File: config.mk
export PLATFORM = sky130hd
export DESIGN_NAME = add_nibble_serial
export DESIGN_NICKNAME = d
export VERILOG_FILES = /design/src/rtl/add_nibble_serial_pkg.sv /design/src/rtl/add_nibble_serial_add4_slice.sv /design/src/rtl/add_nibble_serial.sv
export SDC_FILE = /design/constraint.sdc
export NUM_CORES = 1
export LEC_CHECK = 0
export CORE_ASPECT_RATIO = 1.2
export CORE_MARGIN = 2
export CORE_UTILIZATION = 37
export CTS_CLUSTER_DIAMETER = 100
export DETAILED_ROUTE_END_ITERATION = 12
export GPL_ROUTABILITY_DRIVEN = 0
export PLACE_DENSITY = 0.69
export SETUP_SLACK_MARGIN = 0.02
export SYNTH_ARGS = -nofsm -noshare
export SYNTH_HDL_FRONTEND = slang
export SYNTH_HIERARCHICAL = 1
export SYNTH_SLANG_ARGS = --single-unit
File: constraint.sdc
create_clock -name clk -period 4.59 [get_ports clk]
set_clock_uncertainty 0.1 [all_clocks]
set_input_delay 0.918 -clock clk [delete_from_list [all_inputs] [get_ports clk]]
set_output_delay 0.918 -clock clk [all_outputs]
set_load 0.05 [all_outputs]
File: src/rtl/add_nibble_serial_pkg.sv
// Shared constants, FSM encoding and width helper for the nibble-serial adder.
package add_nibble_serial_pkg;

    localparam int unsigned NIBBLE_W = 4;

    typedef enum logic [1:0] {
        ST_IDLE = 2'd0,
        ST_CALC = 2'd1,
        ST_DONE = 2'd2
    } state_t;

    // Nibble counter width: clog2(n), never narrower than one bit.
    function automatic int unsigned cnt_width(input int unsigned n);
        if (n <= 1) return 1;
        return $clog2(n);
    endfunction

endpackage

File: src/rtl/add_nibble_serial_add4_slice.sv
// Combinational 4-bit adder slice with carry in/out.
module add4_slice
    import add_nibble_serial_pkg::*;
(
    input  logic [NIBBLE_W-1:0] a,
    input  logic [NIBBLE_W-1:0] b,
    input  logic                ci,
    output logic [NIBBLE_W-1:0] s,
    output logic                co
);

    logic [NIBBLE_W:0] sum;

    assign sum     = {1'b0, a} + {1'b0, b} + {{NIBBLE_W{1'b0}}, ci};
    assign {co, s} = sum;

endmodule

File: src/rtl/add_nibble_serial.sv
// W-bit adder processed one nibble per clock, LSB first, through a shared 4-bit slice.
module add_nibble_serial
    import add_nibble_serial_pkg::*;
#(
    parameter int unsigned NIBBLES = 4
) (
    input  logic                         clk,
    input  logic                         rst_n,
    input  logic                         in_valid,
    output logic                         in_ready,
    input  logic [NIBBLE_W*NIBBLES-1:0]  a,
    input  logic [NIBBLE_W*NIBBLES-1:0]  b,
    input  logic                         ci,
    output logic                         out_valid,
    input  logic                         out_ready,
    output logic [NIBBLE_W*NIBBLES-1:0]  s,
    output logic                         co,
    output logic                         ovf,
    output logic                         busy
);

    localparam int unsigned W     = NIBBLE_W * NIBBLES;
    localparam int unsigned CNT_W = cnt_width(NIBBLES);

    state_t              state;
    logic [W-1:0]        a_sh;
    logic [W-1:0]        b_sh;
    logic [W-1:0]        res_sh;
    logic [W-1:0]        res_next;
    logic                carry_reg;
    logic [CNT_W-1:0]    cnt;
    logic                a_sign;
    logic                b_sign;
    logic [NIBBLE_W-1:0] sum4;
    logic                c4;
    logic                last_nib;

    add4_slice u_slice (
        .a  (a_sh[NIBBLE_W-1:0]),
        .b  (b_sh[NIBBLE_W-1:0]),
        .ci (carry_reg),
        .s  (sum4),
        .co (c4)
    );

    // New nibble enters at the top; after NIBBLES shifts the sum is fully aligned.
    assign res_next = (res_sh >> NIBBLE_W) | (W'(sum4) << (W - NIBBLE_W));
    assign last_nib = (cnt == CNT_W'(NIBBLES - 1));

    always_ff @(posedge clk) begin
        if (!rst_n) begin
            state     <= ST_IDLE;
            in_ready  <= 1'b1;
            out_valid <= 1'b0;
            busy      <= 1'b0;
            s         <= '0;
            co        <= 1'b0;
            ovf       <= 1'b0;
            a_sh      <= '0;
            b_sh      <= '0;
            res_sh    <= '0;
            carry_reg <= 1'b0;
            cnt       <= '0;
            a_sign    <= 1'b0;
            b_sign    <= 1'b0;
        end else begin
            case (state)
                ST_IDLE: begin
                    if (in_valid) begin
                        a_sh      <= a;
                        b_sh      <= b;
                        carry_reg <= ci;
                        cnt       <= '0;
                        a_sign    <= a[W-1];
                        b_sign    <= b[W-1];
                        in_ready  <= 1'b0;
                        busy      <= 1'b1;
                        state     <= ST_CALC;
                    end
                end
                ST_CALC: begin
                    carry_reg <= c4;
                    res_sh    <= res_next;
                    a_sh      <= a_sh >> NIBBLE_W;
                    b_sh      <= b_sh >> NIBBLE_W;
                    cnt       <= cnt + CNT_W'(1);
                    if (last_nib) begin
                        s         <= res_next;
                        co        <= c4;
                        ovf       <= (a_sign == b_sign) && (res_next[W-1] != a_sign);
                        out_valid <= 1'b1;
                        state     <= ST_DONE;
                    end
                end
                ST_DONE: begin
                    if (out_ready) begin
                        out_valid <= 1'b0;
                        in_ready  <= 1'b1;
                        busy      <= 1'b0;
                        state     <= ST_IDLE;
                    end
                end
                default: begin
                    // Unreachable encoding: fall back to a clean idle handshake state.
                    out_valid <= 1'b0;
                    in_ready  <= 1'b1;
                    busy      <= 1'b0;
                    state     <= ST_IDLE;
                end
            endcase
        end
    end

endmodule

==> flow_metrics.tcl <==
set metrics [dict create \
    drtIter0Drc 87 \
    cts_buffers 9 \
    slew_violations 0 \
    start_kind "flip-flop" \
    outcome "finished, final reports clean" \
    clkSinkCount 72 \
    fin_nets 416 \
    reg_top3 "a_sh x16, b_sh x16, s x16" \
    postPlaceCellArea_um2 3720 \
    finalSetupTns_ns 0 \
    initial_core_util_pct 37.6 \
    antenna_found_initial 0 \
    syn-mean-instance-area_um2 9.71 \
    cpMaxStageDelayCell "clkdlybuf4s50_1" \
    gr-usage-all-layers_pct 13.9 \
    hold_class "reg2reg" \
    drv_cap 0 \
    cts.reportedPaths.clkPinSlew_ns 0.08 \
    end_kind "output port" \
    vias 2375 \
    power_density_nw_per_um2 365 \
    setup_ws_ns 2.03 \
    whs_ns 0.353 \
    crit_fanout 3 \
    path_class "reg2out" \
    n_antenna_cell 0 \
    die_area_um2 9370 \
    tightest_slew_ns 1.06 \
    p_switching_uw 340 \
    seq_power_share_pct 46.7 \
    hold_buffers 0 \
    cts.htree.levels 3 \
    ys_warn_count 6 \
    pre_cts_slack_ns 1.67 \
    comb_power_share_pct 12.3 \
    grt_overflow 0 \
    die_w_um 88.7 \
    tritoncts "built" \
    cts_resized 0 \
    maxSlewHeadroom_pct 29.4 \
    intPower_uw 1110 \
    synth-seq-cells 72 \
    p_clk_share_pct 41.0 \
    design_area_um2 3970 \
    fin_crit_ns 2.56 \
    rows 37 \
    port_buffers 57 \
    report.final.hold_viol_count 0 \
    dr.pass1.iters 4 \
    syn2layout_area_growth_pct 24.6 \
    core-area_um2 8470 \
    peakVddDrop_uv 160 \
    path_buf_inv 1 \
    avgViaCountPerCell 4.80 \
    finalNonFillerCells 495 \
    dp_cells 479 \
    cts_buffer_depth 2 \
    p_sw_share_pct 23.4 \
    drtAntennaViolNets 0 \
    cp.required_ns 3.57 \
    post-cts-setup-buffers 0 \
    finalWirelength_um 6090 \
    period_share_pct 55.7 \
    grt_pass1_wl_um 10200 \
    drc 0 \
    yosysSeqAreaShare_pct 45.3 \
    ios 58 \
    dp_hpwl_um 4210 \
    clock-root-buffer "clkbuf_8" \
    grt_pass1_vias 2230 \
    setup_viol 0 \
    cpPeakStageDelay_ns 0.82 \
    crit_family "buffers and inverters" \
    syn_area_um2 3180 \
    crit_path_cell_trace "clkdlybuf4s50_1" \
    rsz0062_at_grt "false" \
    dieHeight_um 106 \
    critPathArrivalTime_ns 1.54 \
    synth_nets 371 \
    yosysUniqueCellTypes 38 \
    grt_max_degree 73 \
    clkLatencyLatePin_ns 0.33 \
    post_drt_wl_per_cell_um 12.3 \
    leakagePower_uw 0.00171 \
    fill_cells 860 \
    syn-instance-count 328 \
    drive_above_1_share_pct 6.88 \
    fmax_ghz 0.391 \
]
## worst register-to-register path: cells and delay by family, from the launching register on
kind                     cells  cell delay, ns
AND/OR/NAND/NOR              1            0.48
AO/OA/AOI/OAI                3            0.49
adder cells (fa/ha/maj)      1            0.44
flip-flops                   1            0.34
XOR/XNOR                     1            0.22
## cells by family (layout without fill, tap and decap cells)
logic type	Yosys count	count (layout)	synth area share, %
fa+ha+maj	6	6	2.83
mux	26	26	8.17
simple gates	112	112	16.1
compound gates	81	81	20.8
flops	72	72	45.3
xor+xnor	2	2	0.550
buf+inv	29	79	6.29
## cell usage after synthesis
cell type,instances,area (µm²)
a22oi_1,7,52.6
nand2_1,88,330
and2b_1,1,7.51
xnor2_1,2,17.5
buf_4,8,60.1
nand3b_4,1,20.0
fa_1,2,40.0
o21ba_2,1,10.0
nor3_1,2,10.0
o21ai_1,1,5.00
buf_2,1,5.00
a31oi_1,1,6.26
o21bai_4,1,18.8
o21ai_0,4,20.0
nor2_1,1,3.75
o21a_1,1,7.51
a21oi_1,4,20.0
dfxtp_1,72,1440
nand3b_1,1,7.51
nor2b_1,9,56.3
a21boi_1,31,233
a21boi_0,2,15.0
a21oi_2,1,8.76
and3_1,1,6.26
nand2b_1,2,12.5
nand2b_2,1,8.76
ha_1,4,50.1
o211a_1,25,250
clkbuf_1,7,26.3
a21o_1,1,7.51
o2bb2ai_1,1,8.76
nor3b_4,1,18.8
and2_1,2,12.5
mux2i_1,26,260
or3b_2,1,8.76
buf_6,8,90.1
and3b_1,1,8.76
inv_1,5,18.8
## power by group through the flow
stage	combinational (µW)	sequential (µW)	clock (µW)
global placement	177	690	0
floorplan	128	692	0
finish	178	676	595
global route	198	681	640
detailed placement	181	691	0
CTS	181	676	611
## final timing paths
kind                     startpoint                 to  slack (ns)  depth (start not counted)
min          res_sh[7]$_SDFFE_PN0N_  s[3]$_SDFFE_PN0P_        0.35                          2
max          out_valid$_SDFFE_PN0P_          out_valid        2.03                          1
max reg2reg    a_sh[0]$_SDFFE_PN0P_   ovf$_SDFFE_PN0P_        2.44                          6
min reg2reg  res_sh[7]$_SDFFE_PN0N_  s[3]$_SDFFE_PN0P_        0.35                          2
## layer usage
| metal | GRT usage, % | up-vias | routed length [µm] |
|---|---|---|---|
| li1 | - | 1217 | - |
| met1 | 17.2 | 1105 | 2840 |
| met2 | 22.9 | 44 | 2980 |
| met3 | 2.43 | 9 | 185 |
| met4 | 6.49 | 0 | 89 |
| met5 | 0 | - | 0 |
## cells in the final DEF, fill, tap and decap left out, types with 2 or more instances in the layout
| master | n |
|---|---|
| nor3_1 | 2 |
| clkbuf_8 | 9 |
| a22oi_1 | 7 |
| clkinv_4 | 2 |
| bufinv_16 | 3 |
| a21boi_0 | 2 |
| fa_1 | 2 |
| inv_1 | 5 |
| a21oi_1 | 4 |
| nor2b_1 | 9 |
| a21boi_1 | 31 |
| o211a_1 | 25 |
| and2_1 | 2 |
| mux2i_1 | 26 |
| xnor2_1 | 2 |
| dfxtp_1 | 71 |
| nand2b_1 | 2 |
| nand2_1 | 88 |
| o21ai_0 | 4 |
| clkdlybuf4s50_1 | 56 |
| ha_1 | 4 |
## final cells by class
class                   instances  area, µm²  area share, %
multi-input cells             227       1540           38.9
flip-flops and latches         72       1440           36.4
repair buffers                 58        573           14.4
well taps                     117        146           3.69
clock buffers                   9        124           3.12
clock inverters                 7        120           3.03
inverters                       5       18.8          0.473
## through the flow
stage,total power [µW],util (%)
after global routing,1520,46.8
after floorplan,819,-
after detailed placement,872,44.0
after CTS,1470,46.8
after global placement,867,44.0
final,1450,46.8
Note: power is estimated with default switching activity, not from simulation.
